<file path="src/rtl/fdau_frame_sched.sv">
// fdau_frame_sched: round-robin write scheduler feeding the ping-pong FDAU frame RAM.
// Define FDAU_SCHED_CKSUM_EN to append a 16-bit sum word after each frame's data.
module fdau_frame_sched #(
   parameter int unsigned FRAME_LEN = 200
) (
   input  logic        clock,
   input  logic        reset,
   input  logic        sec,
   input  logic [3:0]  req,
   input  logic [63:0] din,
   output logic [3:0]  gnt,
   output logic        ram_wren,
   output logic [8:0]  ram_wraddress,
   output logic [15:0] ram_data,
   output logic        wr_bank,
   output logic        rd_bank,
   output logic        frame_done,
   output logic        overrun,
   output logic        busy
);

   localparam logic [7:0] LEN = 8'(FRAME_LEN);

`ifdef FDAU_SCHED_CKSUM_EN
   typedef enum logic [2:0] {
      S_IDLE,
      S_ARB,
      S_WRITE,
      S_CKSUM,
      S_DONE
   } state_t;
`else
   typedef enum logic [2:0] {
      S_IDLE,
      S_ARB,
      S_WRITE,
      S_DONE
   } state_t;
`endif

   state_t      state_q, state_d;
   logic [7:0]  cnt_q, cnt_d;
   logic [1:0]  ptr_q, ptr_d;
   logic [3:0]  gnt_q, gnt_d;
   logic        wren_q, wren_d;
   logic [8:0]  addr_q, addr_d;
   logic [15:0] data_q, data_d;
   logic        wrb_q, wrb_d;
   logic        rdb_q, rdb_d;
   logic        done_q, done_d;
   logic        ovr_q, ovr_d;
   logic        busy_q, busy_d;
`ifdef FDAU_SCHED_CKSUM_EN
   logic [15:0] sum_q, sum_d;
`endif

   logic [3:0]  rot_req;
   logic [1:0]  pick_off;
   logic [1:0]  pick_idx;
   logic        pick_vld;
   logic [15:0] pick_data;
   logic [7:0]  cnt_inc;

   // Round-robin pick: rotate requests so the search starts at the pointer.
   always_comb begin
      rot_req  = 4'({req, req} >> ptr_q);
      pick_vld = |req;
      if (rot_req[0]) begin
         pick_off = 2'd0;
      end else if (rot_req[1]) begin
         pick_off = 2'd1;
      end else if (rot_req[2]) begin
         pick_off = 2'd2;
      end else begin
         pick_off = 2'd3;
      end
      pick_idx  = ptr_q + pick_off;
      pick_data = din[{pick_idx, 4'b0000} +: 16];
   end

   // Frame sequencing; every output is computed one cycle ahead and registered.
   always_comb begin
      state_d = state_q;
      cnt_d   = cnt_q;
      ptr_d   = ptr_q;
      gnt_d   = 4'b0000;
      wren_d  = 1'b0;
      addr_d  = addr_q;
      data_d  = data_q;
      wrb_d   = wrb_q;
      rdb_d   = rdb_q;
      done_d  = 1'b0;
      ovr_d   = 1'b0;
      cnt_inc = cnt_q + 8'd1;
`ifdef FDAU_SCHED_CKSUM_EN
      sum_d   = sum_q;
`endif
      unique case (state_q)
         S_IDLE: begin
            if (sec) begin
               state_d = S_ARB;
               cnt_d   = 8'd0;
`ifdef FDAU_SCHED_CKSUM_EN
               sum_d   = 16'd0;
`endif
            end
         end
         S_ARB: begin
            if (sec) begin
               ovr_d = 1'b1;
               cnt_d = 8'd0;
`ifdef FDAU_SCHED_CKSUM_EN
               sum_d = 16'd0;
`endif
            end else if (pick_vld) begin
               state_d = S_WRITE;
               gnt_d   = 4'b0001 << pick_idx;
               wren_d  = 1'b1;
               addr_d  = {wrb_q, cnt_q};
               data_d  = pick_data;
               ptr_d   = pick_idx + 2'd1;
            end
         end
         S_WRITE: begin
            if (sec) begin
               // The write on the bus this cycle still lands; the frame restarts.
               state_d = S_ARB;
               ovr_d   = 1'b1;
               cnt_d   = 8'd0;
`ifdef FDAU_SCHED_CKSUM_EN
               sum_d   = 16'd0;
`endif
            end else begin
               cnt_d = cnt_inc;
`ifdef FDAU_SCHED_CKSUM_EN
               sum_d = sum_q + data_q;
`endif
               if (cnt_inc == LEN) begin
`ifdef FDAU_SCHED_CKSUM_EN
                  state_d = S_CKSUM;
                  wren_d  = 1'b1;
                  addr_d  = {wrb_q, LEN};
                  data_d  = sum_q + data_q;
`else
                  state_d = S_DONE;
                  done_d  = 1'b1;
                  wrb_d   = ~wrb_q;
                  rdb_d   = ~rdb_q;
`endif
               end else begin
                  state_d = S_ARB;
               end
            end
         end
`ifdef FDAU_SCHED_CKSUM_EN
         S_CKSUM: begin
            if (sec) begin
               state_d = S_ARB;
               ovr_d   = 1'b1;
               cnt_d   = 8'd0;
               sum_d   = 16'd0;
            end else begin
               state_d = S_DONE;
               done_d  = 1'b1;
               wrb_d   = ~wrb_q;
               rdb_d   = ~rdb_q;
            end
         end
`endif
         S_DONE: begin
            if (sec) begin
               state_d = S_ARB;
               cnt_d   = 8'd0;
`ifdef FDAU_SCHED_CKSUM_EN
               sum_d   = 16'd0;
`endif
            end else begin
               state_d = S_IDLE;
            end
         end
         default: begin
            state_d = S_IDLE;
         end
      endcase
      busy_d = (state_d != S_IDLE);
   end

   // State and output registers with synchronous reset.
   always_ff @(posedge clock) begin
      if (reset) begin
         state_q <= S_IDLE;
         cnt_q   <= 8'd0;
         ptr_q   <= 2'd0;
         gnt_q   <= 4'b0000;
         wren_q  <= 1'b0;
         addr_q  <= 9'd0;
         data_q  <= 16'd0;
         wrb_q   <= 1'b0;
         rdb_q   <= 1'b1;
         done_q  <= 1'b0;
         ovr_q   <= 1'b0;
         busy_q  <= 1'b0;
`ifdef FDAU_SCHED_CKSUM_EN
         sum_q   <= 16'd0;
`endif
      end else begin
         state_q <= state_d;
         cnt_q   <= cnt_d;
         ptr_q   <= ptr_d;
         gnt_q   <= gnt_d;
         wren_q  <= wren_d;
         addr_q  <= addr_d;
         data_q  <= data_d;
         wrb_q   <= wrb_d;
         rdb_q   <= rdb_d;
         done_q  <= done_d;
         ovr_q   <= ovr_d;
         busy_q  <= busy_d;
`ifdef FDAU_SCHED_CKSUM_EN
         sum_q   <= sum_d;
`endif
      end
   end

   assign gnt           = gnt_q;
   assign ram_wren      = wren_q;
   assign ram_wraddress = addr_q;
   assign ram_data      = data_q;
   assign wr_bank       = wrb_q;
   assign rd_bank       = rdb_q;
   assign frame_done    = done_q;
   assign overrun       = ovr_q;
   assign busy          = busy_q;

endmodule

</file>
<file path="config.mk">
export PLATFORM = sky130hd
export DESIGN_NAME = fdau_frame_sched
export DESIGN_NICKNAME = d
export VERILOG_FILES = /design/src/rtl/fdau_frame_sched.sv
export SDC_FILE = /design/constraint.sdc
export NUM_CORES = 1
export LEC_CHECK = 0
export CAP_MARGIN = 20
export CORE_ASPECT_RATIO = 0.7
export CORE_MARGIN = 1
export CORE_UTILIZATION = 44
export CTS_CLUSTER_SIZE = 12
export DETAILED_ROUTE_END_ITERATION = 10
export PLACE_DENSITY = 0.81
export SLEW_MARGIN = 5
export SYNTH_ARGS = -nofsm -noshare
export SYNTH_HDL_FRONTEND = slang
export SYNTH_SLANG_ARGS = --single-unit
</file>
<file path="constraint.sdc">
create_clock -name clock -period 3 [get_ports clock]
set_input_delay 0.6 -clock clock [delete_from_list [all_inputs] [get_ports clock]]
set_output_delay 0.6 -clock clock [all_outputs]
set_load 0.1 [all_outputs]
</file>
==> results.tsv <==
metric	value	unit
synth_top_area_cell	dfxtp_1	
clockBufferDepth	2	
path_delay_family	buffers and inverters	
numPortBuffers	105	
worst_r2r_path_depth	10	
row_count	23	
clock_power_share	29.7	%
die_area	6470	um2
p_leak	1.513	nW
seq_power_share	48.2	%
outcome	finished clean	
routabilityCongestion	0.8100	
dr.pass1.iters	4	
finalSetupViolCount	0	
crit_buf_inv	2	
die_h	67.60	um
syn_inst	299	
syn-cell-area	2705	um2
ys_top_cells_by_area	dfxtp_1 36%, mux2i_1 13%, a311o_1 6.3%	
final_layout_size_suffix_gt1_share	19.55	%
hpwl	5563	um
drc	0	
pre_cts_ws	-0.06428	ns
internal_power	0.9836	mW
synth_warnings	0	
dpl_cell_area	3776	um2
ys_types	46	
max_slew.worst_pin.slew	0.6550	ns
ir_worst_vdd	206.1	uV
io-pin-count	106	
path_depth	11	
wl_per_cell	15.91	um
slew_viol_final	0	
hold_class	reg -> reg	
max-slew-margin-rel	56.33	%
cts_tree	yes	
synth_area_per_cell	9.047	um2
cts_buffers	5	
synthArstFlopShare	0	%
powerDensity	347.0	nW/um2
synth_ff_type	dfxtp_1	
setup_tns	0	ns
area_growth	43.02	%
postCtsSetupRepairBufs	0	
hold_violations	0	
fin_crit_sh	91.35	%
coreArea	5813	um2
worst_setup_path_end_kind	flop	
start_kind	input pin	
worstPathMaxFanout	10	
cts.repair.resized	0	
seq_area_frac_synth	35.52	%
ctsHtreeMaxLevel	2	
clock_skew	0.007262	ns
viasPerCell	5.549	
yosys.cell_count.top_type	dfxtp_1	
clkSinkCount	48	
combPwrFrac	22.1	%
p_total	1.343	mW
grt_pass1_vias	2495	
cp_common_cell	nor2b_1	
synthTopCellsByCount	48 x dfxtp_1, 34 x mux2i_1, 29 x nand2_1	
dr_total_vias	2630	
cts_hold_buf	0	
grt_max_degree	59	
crit_chain	clkdlybuf4s50_1 > nor2b_1 > nor2b_1 > nor2_1 > a21oi_1 > nand2_1 > ha_2 > buf_4 > mux2i_1 > nor4_1 > a311o_1	
setup_slack	0.2596	ns
synth_top_area_share	35.52	%
p_sw	0.3589	mW
nNetsFinal	472	
cts_root_buffer	clkbuf_8	
syn-num-nets	373	
initial_core_util	46.53	%
cp_slowest_cell	ha_2	
max_freq	0.3649	GHz
arrival	2.94	ns
grt_setup_unrepaired	no	
routed_wl	7540	um
cap_violations	0	
drtAntennaViolNets	0	
crit_type	in -> reg	
drt_iter0_markers	190	
worst_skew_pair.late_latency	0.30	ns
grt_use_total	23.90	%
ys_seq_elements	48	
grt_pass1_wl	11850	um
worstPathRequired	3.20	ns
synth_enable_flop_cells	0	
swShare	26.73	%
grt_antenna_before_repair	0	
max_stage_delay	0.50	ns
finish.instance_area	3869	um2
overflow	0	
antenna_cells	0	
die-width	95.72	um
clk_pin_slew	0.09	ns
min_period	2.740	ns
min_path_cells	2	
[cells in the final DEF (no fill, tap or decap), drive strengths merged, types with 3 or more instances in the layout]
cell type      count
a311o             17
nor2              24
and3               7
nand3              3
nor2b             10
mux2i             34
nor3               3
and2               3
or2                3
nor4              17
o21ai              6
ha                 3
dfxtp             48
buf               51
a21oi             16
a21boi             3
a311oi             4
nor4b             14
clkdlybuf4s50     69
clkbuf             6
clkinv             3
nand2             29
[final timing paths]
| check | slack (ns) | from | end |
|---|---|---|---|
| setup / recovery | 0.26 | req[2] | ram_data[5]$_SDFFE_PP0P_ |
| hold / removal | 0.46 | ram_wraddress[3]$_SDFFE_PP0P_ | ram_wraddress[3]$_SDFFE_PP0P_ |
| setup reg to reg | 0.50 | ptr_q[1]$_SDFFE_PP0P_ | ram_data[5]$_SDFFE_PP0P_ |
| hold reg to reg | 0.46 | ram_wraddress[3]$_SDFFE_PP0P_ | ram_wraddress[3]$_SDFFE_PP0P_ |
[power by group through the flow]
stage,clock network [mW],registers (mW),logic (mW)
after floorplan,0,0.694,0.124
final,0.398,0.648,0.297
after detailed placement,0,0.663,0.296
after CTS,0.415,0.648,0.297
after global routing,0.443,0.649,0.316
after global placement,0,0.662,0.292
[per-layer routing]
layer | part of all wire [%] | vias up | global-route usage [%]
li1 | - | 1313 | -
met1 | 46 | 1242 | 32.27
met2 | 48 | 65 | 36.96
met3 | 4.8 | 10 | 5.293
met4 | 1.2 | 0 | 9.701
met5 | 0 | - | 0
[worst register-to-register path, stage by stage, from the launching register on]
cell and delay, ns:
dfxtp_1 0.52, nor2b_1 0.11, nor2b_1 0.13, nor2_1 0.05
a21oi_1 0.14, nand2_1 0.08, ha_2 0.50, buf_4 0.25
mux2i_1 0.21, nor4_1 0.06, a311o_1 0.34
[sequential cells by signal, summed over array words and instances, names as in the netlist]
register	cells
ram_data	16
ram_wraddress	9
cnt_q	8
gnt	4
state_q	3
ptr_q	2
busy	1
frame_done	1
overrun	1
ram_wren	1
rd_bank	1
wr_bank	1
[area by class of cell]
cell class / instances / area, um2
Sequential cell: 48 / 960.9
Clock inverter: 2 / 10.01
Clock buffer: 6 / 82.58
Multi-Input combinational cell: 222 / 1609
Timing Repair Buffer: 120 / 1109
Fill cell: 498 / 1944
Tap cell: 75 / 93.84
Inverter: 1 / 3.754
[cells by family (layout without fill, tap and decap cells)]
logic type               after synthesis  after routing  synth area share, %
other                                  1              1               0.1386
AO/OA/AOI/OAI                         58             58                16.74
AND/OR/NAND/NOR                      125            125                28.12
multiplexers                          35             35                13.00
buffers and inverters                 29            129                5.088
adder cells (fa/ha/maj)                3              3                1.388
flip-flops                            48             48                35.52
[through the flow]
stage,std cells,utilization [%],hold slack (ns)
finish,474,66.55,0.4588
global route,474,66.55,0.4888
CTS,474,66.55,0.4617
detailed placement,466,64.96,0.4499
global placement,466,64.96,0.4463
floorplan,299,-,0.4548
Power figures use the tool's default switching activity.
